File: config.mk
export PLATFORM = sky130hd
export DESIGN_NAME = uart_buffered
export DESIGN_NICKNAME = d
export VERILOG_FILES = /design/src/rtl/uart_buffered.sv
export SDC_FILE = /design/constraint.sdc
export NUM_CORES = 1
export LEC_CHECK = 0
export CORE_AREA = 2 2 239 241
export DETAILED_ROUTE_END_ITERATION = 8
export DIE_AREA = 0 0 241 243
export HOLD_SLACK_MARGIN = 0.05
export RECOVER_POWER = 50
export SETUP_SLACK_MARGIN = 0.1
export SYNTH_ARGS = -nofsm -noshare
export SYNTH_HDL_FRONTEND = slang
export SYNTH_SLANG_ARGS = --single-unit
File: constraint.sdc
create_clock -name clk -period 3.26 [get_ports clk]
set_input_delay 0.652 -clock clk [delete_from_list [all_inputs] [get_ports clk]]
set_output_delay 0.652 -clock clk [all_outputs]
set_load 0.02 [all_outputs]
File: src/rtl/uart_buffered.sv
// Buffered UART: TX FIFO feeding a serializer, RX deserializer feeding an
// RX FIFO, with sticky parity / framing / overrun flags.

// Synchronous FIFO with first-word-fall-through head and N+1 bit pointers.
module uart_fifo #(
  parameter int WIDTH = 8,
  parameter int DEPTH = 16
) (
  input  logic             clk,
  input  logic             reset_i,
  input  logic             push_i,
  input  logic             pop_i,
  input  logic [WIDTH-1:0] data_i,
  output logic [WIDTH-1:0] data_o,
  output logic             full_o,
  output logic             empty_o
);
  localparam int AW = $clog2(DEPTH);
  localparam logic [AW:0] PTR_ONE = {{AW{1'b0}}, 1'b1};

  logic [AW:0]      wr_ptr_q, rd_ptr_q;
  logic [WIDTH-1:0] mem_q [DEPTH];
  logic             do_push, do_pop;

  assign empty_o = (wr_ptr_q == rd_ptr_q);
  assign full_o  = (wr_ptr_q[AW] != rd_ptr_q[AW]) &&
                   (wr_ptr_q[AW-1:0] == rd_ptr_q[AW-1:0]);
  // A pop frees the slot in the same cycle, so a full FIFO still accepts a push.
  assign do_pop  = pop_i && !empty_o;
  assign do_push = push_i && (!full_o || do_pop);
  assign data_o  = mem_q[rd_ptr_q[AW-1:0]];

  // Pointer update; wraps naturally modulo 2*DEPTH.
  always_ff @(posedge clk or negedge reset_i) begin
    if (!reset_i) begin
      wr_ptr_q <= '0;
      rd_ptr_q <= '0;
    end else begin
      if (do_push) wr_ptr_q <= wr_ptr_q + PTR_ONE;
      if (do_pop)  rd_ptr_q <= rd_ptr_q + PTR_ONE;
    end
  end

  // Storage array, written only on an accepted push.
  always_ff @(posedge clk) begin
    if (do_push) mem_q[wr_ptr_q[AW-1:0]] <= data_i;
  end
endmodule

module uart_buffered #(
  parameter int FREQ_HZ    = 12000000,
  parameter int BAUDS      = 115200,
  parameter int DATA_BITS  = 8,
  parameter int PARITY     = 0,
  parameter int STOP_BITS  = 1,
  parameter int FIFO_DEPTH = 16
) (
  input  logic                 clk,
  input  logic                 reset_i,
  output logic                 tx_o,
  input  logic                 rx_i,
  input  logic                 wr_i,
  input  logic [DATA_BITS-1:0] tx_data_i,
  input  logic                 rd_i,
  output logic [DATA_BITS-1:0] rx_data_o,
  output logic                 busy_o,
  output logic                 valid_o,
  output logic                 tx_idle_o,
  output logic                 parity_err_o,
  output logic                 frame_err_o,
  output logic                 overrun_o,
  input  logic                 clr_err_i
);
  localparam int DIV = (FREQ_HZ + BAUDS / 2) / BAUDS;
  localparam int CW  = (DIV < 4) ? 2 : $clog2(DIV);
  localparam logic [CW-1:0] DIV_M1    = CW'(DIV - 1);
  localparam logic [CW-1:0] HALF_M1   = CW'(DIV / 2 - 1);
  localparam logic [CW-1:0] CNT_ONE   = {{(CW-1){1'b0}}, 1'b1};
  localparam logic [2:0]    LAST_DATA = 3'(DATA_BITS - 1);
  localparam logic [2:0]    LAST_STOP = 3'(STOP_BITS - 1);
  localparam logic          ODD       = (PARITY == 1);

  if (DIV < 4) begin : g_bad_div
    $fatal(1, "uart_buffered: bit period below 4 clock cycles");
  end
  if (DATA_BITS < 5 || DATA_BITS > 8) begin : g_bad_bits
    $fatal(1, "uart_buffered: DATA_BITS must be 5..8");
  end

  typedef enum logic [2:0] {TX_IDLE, TX_START, TX_DATA, TX_PARITY, TX_STOP} tx_state_e;
  typedef enum logic [2:0] {RX_IDLE, RX_START, RX_DATA, RX_PARITY, RX_STOP} rx_state_e;

  // ---------------- FIFOs ----------------
  logic                 tx_pop, tx_full, tx_empty;
  logic [DATA_BITS-1:0] tx_head;
  logic                 rx_push, rx_full, rx_empty;

  uart_fifo #(.WIDTH(DATA_BITS), .DEPTH(FIFO_DEPTH)) u_tx_fifo (
    .clk(clk), .reset_i(reset_i), .push_i(wr_i), .pop_i(tx_pop),
    .data_i(tx_data_i), .data_o(tx_head), .full_o(tx_full), .empty_o(tx_empty)
  );

  logic [DATA_BITS-1:0] rx_shift_q, rx_shift_d;

  uart_fifo #(.WIDTH(DATA_BITS), .DEPTH(FIFO_DEPTH)) u_rx_fifo (
    .clk(clk), .reset_i(reset_i), .push_i(rx_push), .pop_i(rd_i),
    .data_i(rx_shift_q), .data_o(rx_data_o), .full_o(rx_full), .empty_o(rx_empty)
  );

  // ---------------- transmitter ----------------
  tx_state_e            tx_state_q, tx_state_d;
  logic [CW-1:0]        tx_cnt_q, tx_cnt_d;
  logic [2:0]           tx_bit_q, tx_bit_d;
  logic [DATA_BITS-1:0] tx_shift_q, tx_shift_d;
  logic                 tx_par_q, tx_par_d;
  logic                 tx_line_q, tx_line_d;

  // TX state register; reset forces the line idle immediately.
  always_ff @(posedge clk or negedge reset_i) begin
    if (!reset_i) begin
      tx_state_q <= TX_IDLE;
      tx_cnt_q   <= '0;
      tx_bit_q   <= '0;
      tx_shift_q <= '0;
      tx_par_q   <= 1'b0;
      tx_line_q  <= 1'b1;
    end else begin
      tx_state_q <= tx_state_d;
      tx_cnt_q   <= tx_cnt_d;
      tx_bit_q   <= tx_bit_d;
      tx_shift_q <= tx_shift_d;
      tx_par_q   <= tx_par_d;
      tx_line_q  <= tx_line_d;
    end
  end

  // TX next state: each bit level is held for DIV cycles, frames chain without gaps.
  always_comb begin
    tx_state_d = tx_state_q;
    tx_cnt_d   = tx_cnt_q;
    tx_bit_d   = tx_bit_q;
    tx_shift_d = tx_shift_q;
    tx_par_d   = tx_par_q;
    tx_line_d  = tx_line_q;
    tx_pop     = 1'b0;
    case (tx_state_q)
      TX_IDLE: begin
        tx_line_d = 1'b1;
        tx_pop    = !tx_empty;
      end
      TX_START: begin
        if (tx_cnt_q == '0) begin
          tx_state_d = TX_DATA;
          tx_cnt_d   = DIV_M1;
          tx_bit_d   = '0;
          tx_line_d  = tx_shift_q[0];
        end else begin
          tx_cnt_d = tx_cnt_q - CNT_ONE;
        end
      end
      TX_DATA: begin
        if (tx_cnt_q == '0) begin
          tx_cnt_d = DIV_M1;
          if (tx_bit_q == LAST_DATA) begin
            tx_bit_d = '0;
            if (PARITY != 0) begin
              tx_state_d = TX_PARITY;
              tx_line_d  = tx_par_q;
            end else begin
              tx_state_d = TX_STOP;
              tx_line_d  = 1'b1;
            end
          end else begin
            tx_bit_d   = tx_bit_q + 3'd1;
            tx_shift_d = tx_shift_q >> 1;
            tx_line_d  = tx_shift_q[1];
          end
        end else begin
          tx_cnt_d = tx_cnt_q - CNT_ONE;
        end
      end
      TX_PARITY: begin
        if (tx_cnt_q == '0) begin
          tx_state_d = TX_STOP;
          tx_cnt_d   = DIV_M1;
          tx_bit_d   = '0;
          tx_line_d  = 1'b1;
        end else begin
          tx_cnt_d = tx_cnt_q - CNT_ONE;
        end
      end
      TX_STOP: begin
        if (tx_cnt_q == '0) begin
          if (tx_bit_q == LAST_STOP) begin
            if (!tx_empty) begin
              tx_pop = 1'b1;
            end else begin
              tx_state_d = TX_IDLE;
              tx_line_d  = 1'b1;
            end
          end else begin
            tx_bit_d = tx_bit_q + 3'd1;
            tx_cnt_d = DIV_M1;
          end
        end else begin
          tx_cnt_d = tx_cnt_q - CNT_ONE;
        end
      end
      default: tx_state_d = TX_IDLE;
    endcase
    // Loading a new word always begins a start bit.
    if (tx_pop) begin
      tx_shift_d = tx_head;
      tx_par_d   = (^tx_head) ^ ODD;
      tx_state_d = TX_START;
      tx_cnt_d   = DIV_M1;
      tx_line_d  = 1'b0;
    end
  end

  // ---------------- receiver ----------------
  logic                 rx_meta_q, rx_sync_q, rx_prev_q;
  rx_state_e            rx_state_q, rx_state_d;
  logic [CW-1:0]        rx_cnt_q, rx_cnt_d;
  logic [2:0]           rx_bit_q, rx_bit_d;
  logic                 rx_par_q, rx_par_d;
  logic                 rx_perr_q, rx_perr_d;
  logic                 frame_set, parity_set, overrun_set;
  logic                 parity_err_q, frame_err_q, overrun_q;

  // Two-flop synchronizer plus edge-history flop, preloaded with line idle.
  always_ff @(posedge clk or negedge reset_i) begin
    if (!reset_i) begin
      rx_meta_q <= 1'b1;
      rx_sync_q <= 1'b1;
      rx_prev_q <= 1'b1;
    end else begin
      rx_meta_q <= rx_i;
      rx_sync_q <= rx_meta_q;
      rx_prev_q <= rx_sync_q;
    end
  end

  // RX state register and sticky error flags.
  always_ff @(posedge clk or negedge reset_i) begin
    if (!reset_i) begin
      rx_state_q   <= RX_IDLE;
      rx_cnt_q     <= '0;
      rx_bit_q     <= '0;
      rx_shift_q   <= '0;
      rx_par_q     <= 1'b0;
      rx_perr_q    <= 1'b0;
      parity_err_q <= 1'b0;
      frame_err_q  <= 1'b0;
      overrun_q    <= 1'b0;
    end else begin
      rx_state_q   <= rx_state_d;
      rx_cnt_q     <= rx_cnt_d;
      rx_bit_q     <= rx_bit_d;
      rx_shift_q   <= rx_shift_d;
      rx_par_q     <= rx_par_d;
      rx_perr_q    <= rx_perr_d;
      parity_err_q <= parity_set  | (parity_err_q & ~clr_err_i);
      frame_err_q  <= frame_set   | (frame_err_q  & ~clr_err_i);
      overrun_q    <= overrun_set | (overrun_q    & ~clr_err_i);
    end
  end

  // RX next state: falling edge arms, then samples at mid-bit every DIV cycles.
  always_comb begin
    rx_state_d = rx_state_q;
    rx_cnt_d   = rx_cnt_q;
    rx_bit_d   = rx_bit_q;
    rx_shift_d = rx_shift_q;
    rx_par_d   = rx_par_q;
    rx_perr_d  = rx_perr_q;
    rx_push    = 1'b0;
    frame_set  = 1'b0;
    case (rx_state_q)
      RX_IDLE: begin
        if (rx_prev_q && !rx_sync_q) begin
          rx_state_d = RX_START;
          rx_cnt_d   = HALF_M1;
          rx_par_d   = 1'b0;
          rx_perr_d  = 1'b0;
        end
      end
      RX_START: begin
        if (rx_cnt_q == '0) begin
          if (rx_sync_q) begin
            rx_state_d = RX_IDLE;          // glitch, not a start bit
          end else begin
            rx_state_d = RX_DATA;
            rx_cnt_d   = DIV_M1;
            rx_bit_d   = '0;
          end
        end else begin
          rx_cnt_d = rx_cnt_q - CNT_ONE;
        end
      end
      RX_DATA: begin
        if (rx_cnt_q == '0) begin
          rx_shift_d = {rx_sync_q, rx_shift_q[DATA_BITS-1:1]};
          rx_par_d   = rx_par_q ^ rx_sync_q;
          rx_cnt_d   = DIV_M1;
          if (rx_bit_q == LAST_DATA) begin
            rx_bit_d   = '0;
            rx_state_d = (PARITY != 0) ? RX_PARITY : RX_STOP;
          end else begin
            rx_bit_d = rx_bit_q + 3'd1;
          end
        end else begin
          rx_cnt_d = rx_cnt_q - CNT_ONE;
        end
      end
      RX_PARITY: begin
        if (rx_cnt_q == '0) begin
          rx_perr_d  = rx_par_q ^ rx_sync_q ^ ODD;
          rx_state_d = RX_STOP;
          rx_cnt_d   = DIV_M1;
        end else begin
          rx_cnt_d = rx_cnt_q - CNT_ONE;
        end
      end
      RX_STOP: begin
        if (rx_cnt_q == '0) begin
          // Only the first stop bit is checked; a low line must rise before re-arming.
          rx_state_d = RX_IDLE;
          if (rx_sync_q) rx_push   = 1'b1;
          else           frame_set = 1'b1;
        end else begin
          rx_cnt_d = rx_cnt_q - CNT_ONE;
        end
      end
      default: rx_state_d = RX_IDLE;
    endcase
  end

  assign parity_set  = rx_push & rx_perr_q;
  assign overrun_set = rx_push & rx_full & ~rd_i;

  // ---------------- outputs ----------------
  assign tx_o         = tx_line_q;
  assign busy_o       = tx_full;
  assign valid_o      = !rx_empty;
  assign tx_idle_o    = tx_empty && (tx_state_q == TX_IDLE);
  assign parity_err_o = parity_err_q;
  assign frame_err_o  = frame_err_q;
  assign overrun_o    = overrun_q;
endmodule

**After elaboration in Yosys (flattened, before gate mapping)**

Memories as Yosys holds them, arrays and structs flattened.
Cells that the tools add are included.

- $add $sub $neg: 8
- Eq/ne operators: 39
- Mux-type cells: 70
- Bitwise gates (word level): 12
- Reduce and logical (&&, ||, !) cells: 43

Operators by type and width:

| kind | count |
|---|---|
| $mux 3 | 23 |
| $mux 7 | 9 |
| $mux 8 | 4 |
| $pmux 3 s5 | 2 |
| $pmux 7 s4 | 1 |
| $mux 1 | 23 |
| $ne 2x2->1 const B | 11 |
| $ne 3x2->1 const B | 7 |
| $add 5x1->5 const B | 4 |
| $logic_not 7->1 | 2 |
| $pmux 7 s2 | 1 |
| $sub 7x1->7 const B | 2 |
| $eq 3x2->1 const B | 4 |
| $eq 3x3->1 const B | 4 |
| $eq 5x5->1 | 2 |
| $reduce_bool 2->1 | 5 |
| $logic_not 3->1 | 3 |
| $pmux 3 s3 | 1 |
| $reduce_and 3->1 | 3 |
| $eq 4x4->1 | 2 |
| $logic_and 1x1->1 | 8 |
| $reduce_and 4->1 | 2 |
| $reduce_and 8->1 | 1 |
| $reduce_and 7->1 | 1 |
| 24 further kinds | 47 |

- Flip-flop bits (word level): 71
- Memory bits (writable): 256
- Input port bits: 14
- Output and inout port bits: 15
- Logic and storage cells: 195
- Memories: 2

Memories:

| name | depth | bits a word | rd ports | clocked after Yosys merged registers in | write ports | line | source |
|---|---|---|---|---|---|---|---|
| u_rx_fifo.mem_q | 16 | 8 | 1 | 0 | 1 | 22 | `logic [WIDTH-1:0] mem_q [DEPTH];` |
| u_tx_fifo.mem_q | 16 | 8 | 1 | 0 | 1 | 22 |  |

**Longest topological paths before layout**

- Depth in word-level cells: 10
- Mapped depth: 8

**By module**

A second synthesis with hierarchy kept.

- Cells, all modules: 813
- Area total of the unflattened synthesis: 13963.4 µm²

Modules (own cells, without submodules):

| module | instances | cells each | area each (µm²) | seq. area each (µm²) |
|---|---|---|---|---|
| uart_fifo (u_rx_fifo) | 1 | 268 | 5604.1 | 4093.9 |
| uart_fifo (u_tx_fifo) | 1 | 271 | 5571.6 | 4093.9 |
| uart_buffered | 1 | 274 | 2787.7 | 1281.2 |

**Worst setup path before layout**

No wires, ideal clock.

- Path type: flip-flop to flip-flop
- Start: register rx_cnt_q[0]
- End: memory u_rx_fifo.mem_q[3][0] (enable)
- Setup time: 0.383 ns
- Arrival time: 2.195 ns
- Path slack: 0.682 ns
- Stages on the path, launching flop included: 9
- Path buffers: 1
- Clock period less this slack: 2.578 ns
- Cells stage by stage: dfrtp_1 > inv_1 > ha_1 > nor4b_4 > nand4_1 > a21oi_1 > buf_4 > nand2_1 > nor3_1

- Longest elaborated chain between the ends: 6

Ends and longest elaborated chain:

| element | line | source |
|---|---|---|
| from (decl) | 224 | `logic [CW-1:0] rx_cnt_q, rx_cnt_d;` |
| from (signal assigned) | 258 | `rx_cnt_q <= rx_cnt_d;` |
| $logic_not 7->1 | 326 | `if (rx_cnt_q == '0) begin` |
| $mux 1 | 326 |  |
| $mux 1 | 279 | `case (rx_state_q)` |
| $logic_and 1x1->1 | 30 | `assign do_push = push_i && (!full_o \|\| do_pop);` |
| $mux 1 | 46 | `if (do_push) mem_q[wr_ptr_q[AW-1:0]] <= data_i;` |
| $mux 1 (implied by the code) | 46 |  |
| to (decl) | 22 |  |

No other way between the ends.

**Worst setup path in the final report**

- Start: register u_rx_fifo.rd_ptr_q[0]
- End: output port rx_data_o[3]

- Longest elaborated chain between the ends: 1

Ends and longest elaborated chain:

| element | line | source |
|---|---|---|
| from (decl) | 21 | `logic [AW:0] wr_ptr_q, rd_ptr_q;` |
| from (signal assigned) | 40 | `if (do_pop) rd_ptr_q <= rd_ptr_q + PTR_ONE;` |
| $mem_v2 16x8 | -- |  |
| to (decl) | 65 | `output logic [DATA_BITS-1:0] rx_data_o,` |

No other way between the ends.

==> flow_summary.yaml <==
global_route:
  track_usage_pct: 9.41
  grt_max_degree: 43
  antenna_found_initial: 0
  grt_pass1_vias: 7705
  grt_pass1_wl_um: 43500
  grt_overflow_total: 0
placement:
  place_hpwl_um: 17800
  io_buffers: 28
  placed_cell_area_um2: 15300
  place.gp.congestion: 0.743
floorplanning:
  fp.dieH_um: 243
  die-area_um2: 58600
  core-area_um2: 56000
  ios: 29
  num_rows: 87
  start_util_pct: 24.7
  die_x_um: 241
synth:
  synth.distinct_cells: 71
  yosys_warnings: 0
  async_flop_share_pct: 21.7
  ys_seq_elements: 327
  synth_seq_area_share_pct: 68.5
  synth_area_um2: 13800
  synth-edff-count: 256
  synth_fp_nets: 853
  synth_ff_type: "edfxtp_1"
  synth.avg_cell_area_um2: 16.8
  synthCells: 821
timing:
  final-hold-violation-count: 0
  rsz0062_at_grt: "true"
  worst_pin_slew_ns: 2.56
  setup_violations: 0
  finalCritPeriodShare_pct: 94.0
  skew_ns: 0.00860
  max-slew-margin-rel_pct: -70.5
  fin_setup_tns_ns: 0
  fmax_mhz: 326
  fin_crit_ns: 3.06
  maxSlewViolCount: 43
pwr:
  leakagePower_nw: 5.74
  ir_worst_vdd_uv: 422
  intPower_mw: 8.95
  power.density_nw_per_um2: 772
  swShare_pct: 29.3
  power_mw: 12.7
  seqPwrFrac_pct: 41.3
  power_frac_comb_pct: 27.8
  clkPwrFrac_pct: 30.9
  p_sw_mw: 3.71
routing:
  vias: 7225
  avgViaCountPerCell: 4.31
  wl_per_cell_um: 16.2
  dr.pass1.iters: 4
  drc_errors: 0
  ant_nets: 0
  wl_um: 27200
  drt_iter0_drc: 442
clocking:
  cts_buffers: 31
  clk_pin_slew_worst_paths_ns: 0.06
  cts_max_level: 1
  cts_buffer_depth: 3
  cts_tree: "yes"
  ctsHoldBuffers: 0
  cts.sinks: 327
  insertion_delay_ns: 0.56
  cts-root-buf: "clkbuf_16"
outcome:
  status: "finished with violations"
  failed_checks: "max-capacitance violations, max-slew violations"
final_layout:
  n_antenna_cell: 0
  final_cell_mix: "edfxtp_1, mux4_2, dfrtp_1"
  area_growth_pct: 18.6
  drive_gt1_share_pct: 23.9
  final_nets: 928
  layout_commonest_cell: "edfxtp_1"
  utilization_pct: 29.3
  final_area_um2: 16400
hold_path:
  hold_class: "flop to flop"
worst_setup_path:
  critical_path.max_fanout: 9
  startpoint_type: "flop"
  arrival_ns: 2.41
  worstPathRequired_ns: 2.61
  end_kind: "output pin"
  worstSetupPathType: "flop to output pin"
job:
  max_cap_viol_count: 1
==> worst max-delay path: stages (launching register included) <==
cell	delay [ns]
dfrtp_2	0.44
buf_12	0.15
buf_6	0.14
mux4_2	0.51
a211oi_2	0.23
a21oi_1	0.06
dlygate4sd2_1	0.33
==> flip-flops by register name, indices dropped and copies added (netlist names) <==
signal,count
u_rx_fifo.mem_q,128
parity_err_o,1
u_tx_fifo.rd_ptr_q,5
frame_err_o,1
u_tx_fifo.wr_ptr_q,5
tx_shift_q,8
rx_meta_q,1
rx_prev_q,1
tx_cnt_q,7
u_tx_fifo.mem_q,128
overrun_o,1
rx_bit_q,3
u_rx_fifo.wr_ptr_q,5
rx_cnt_q,7
rx_state_q,3
rx_shift_q,8
rx_par_q,1
tx_bit_q,3
u_rx_fifo.rd_ptr_q,5
tx_o,1
rx_perr_q,1
rx_sync_q,1
tx_state_q,3
==> cells in the mapped netlist, types with 17 or more instances <==
cell type,instances,area share [%]
buf_2,17,0.62
dfrtp_1,67,12
o21ai_0,26,0.94
and3_1,17,0.77
nand2_1,38,1.0
inv_1,19,0.52
clkbuf_1,20,0.54
mux4_2,65,11
edfxtp_1,256,56
a21oi_1,22,0.80
xnor2_1,22,1.4
mux2i_1,24,1.7
nor2_1,34,0.92
ha_1,18,1.6
==> power by group through the flow <==
stage / combinational, mW / sequential [mW] / clock (mW)
after floorplan: 2.66 / 5.15 / 0
after global placement: 3.46 / 5.33 / 0
after detailed placement: 3.52 / 5.34 / 0
after CTS: 3.57 / 5.24 / 4.04
after global routing: 3.89 / 5.29 / 4.19
final: 3.52 / 5.23 / 3.91
==> cell type report <==
| type | instances | area, um^2 |
|---|---|---|
| Timing Repair Buffer | 86 | 726 |
| Multi-Input combinational cell | 431 | 4070 |
| Clock buffer | 36 | 825 |
| Inverter | 19 | 71.3 |
| Tap cell | 756 | 946 |
| Clock inverter | 21 | 295 |
| Fill cell | 5562 | 39500 |
| Sequential cell | 327 | 9470 |
==> through the flow <==
step | hold WS (ns) | setup slack (ns) | std cells
4_1_cts | 0.113 | 0.0571 | 1671
6_report | 0.361 | 0.196 | 1676
3_3_place_gp | 0.346 | 0.322 | 1610
2_1_floorplan | 0.345 | 0.682 | 821
5_1_grt | 0.365 | 0.0653 | 1676
3_5_place_dp | 0.348 | 0.285 | 1610
==> per-layer routing <==
layer  up-vias  share of wire (%)  global-route usage, %
li1       3365                  -                      -
met1      3717                 45                   12.6
met2       106                 49                   15.9
met3        37                3.4                   1.63
met4         0                1.9                   2.11
met5         -                  0                      0
==> what timing repair did <==
action / 4_1_cts / 5_1_grt
setup endpoints to repair: 10 / 9
pin swaps: 1 / 0
resized for setup: 21 / 9
setup buffers: 4 / 5
==> final timing paths <==
path                                              startpoint  cells after the start                           endpoint  slack (ns)
setup / recovery           u_rx_fifo.rd_ptr_q[0]$_DFFE_PN0P_                      6                       rx_data_o[3]        0.20
hold / removal                           rx_meta_q$_DFF_PN1_                      0                rx_sync_q$_DFF_PN1_        0.36
setup reg to reg                     rx_cnt_q[1]$_DFFE_PN0P_                      6    u_rx_fifo.mem_q[7][3]$_DFFE_PP_        0.35
hold reg to reg                          rx_meta_q$_DFF_PN1_                      0                rx_sync_q$_DFF_PN1_        0.36
max in group asynchronous                            reset_i                      1  u_rx_fifo.rd_ptr_q[0]$_DFFE_PN0P_        0.71
min in group asynchronous                            reset_i                      1          rx_shift_q[2]$_DFFE_PN0P_        0.90
==> logic make-up (layout without fill, tap and decap cells) <==
kind of cell	count (synthesis)	count (layout)	share of synthesized area, %
flops	327	327	68.5
simple gates	163	163	6.50
mux	109	109	14.0
compound gates	106	106	5.15
buf+inv	63	162	2.06
xor+xnor	35	35	2.22
fa+ha+maj	18	18	1.63
Power figures use the tool's default switching activity.
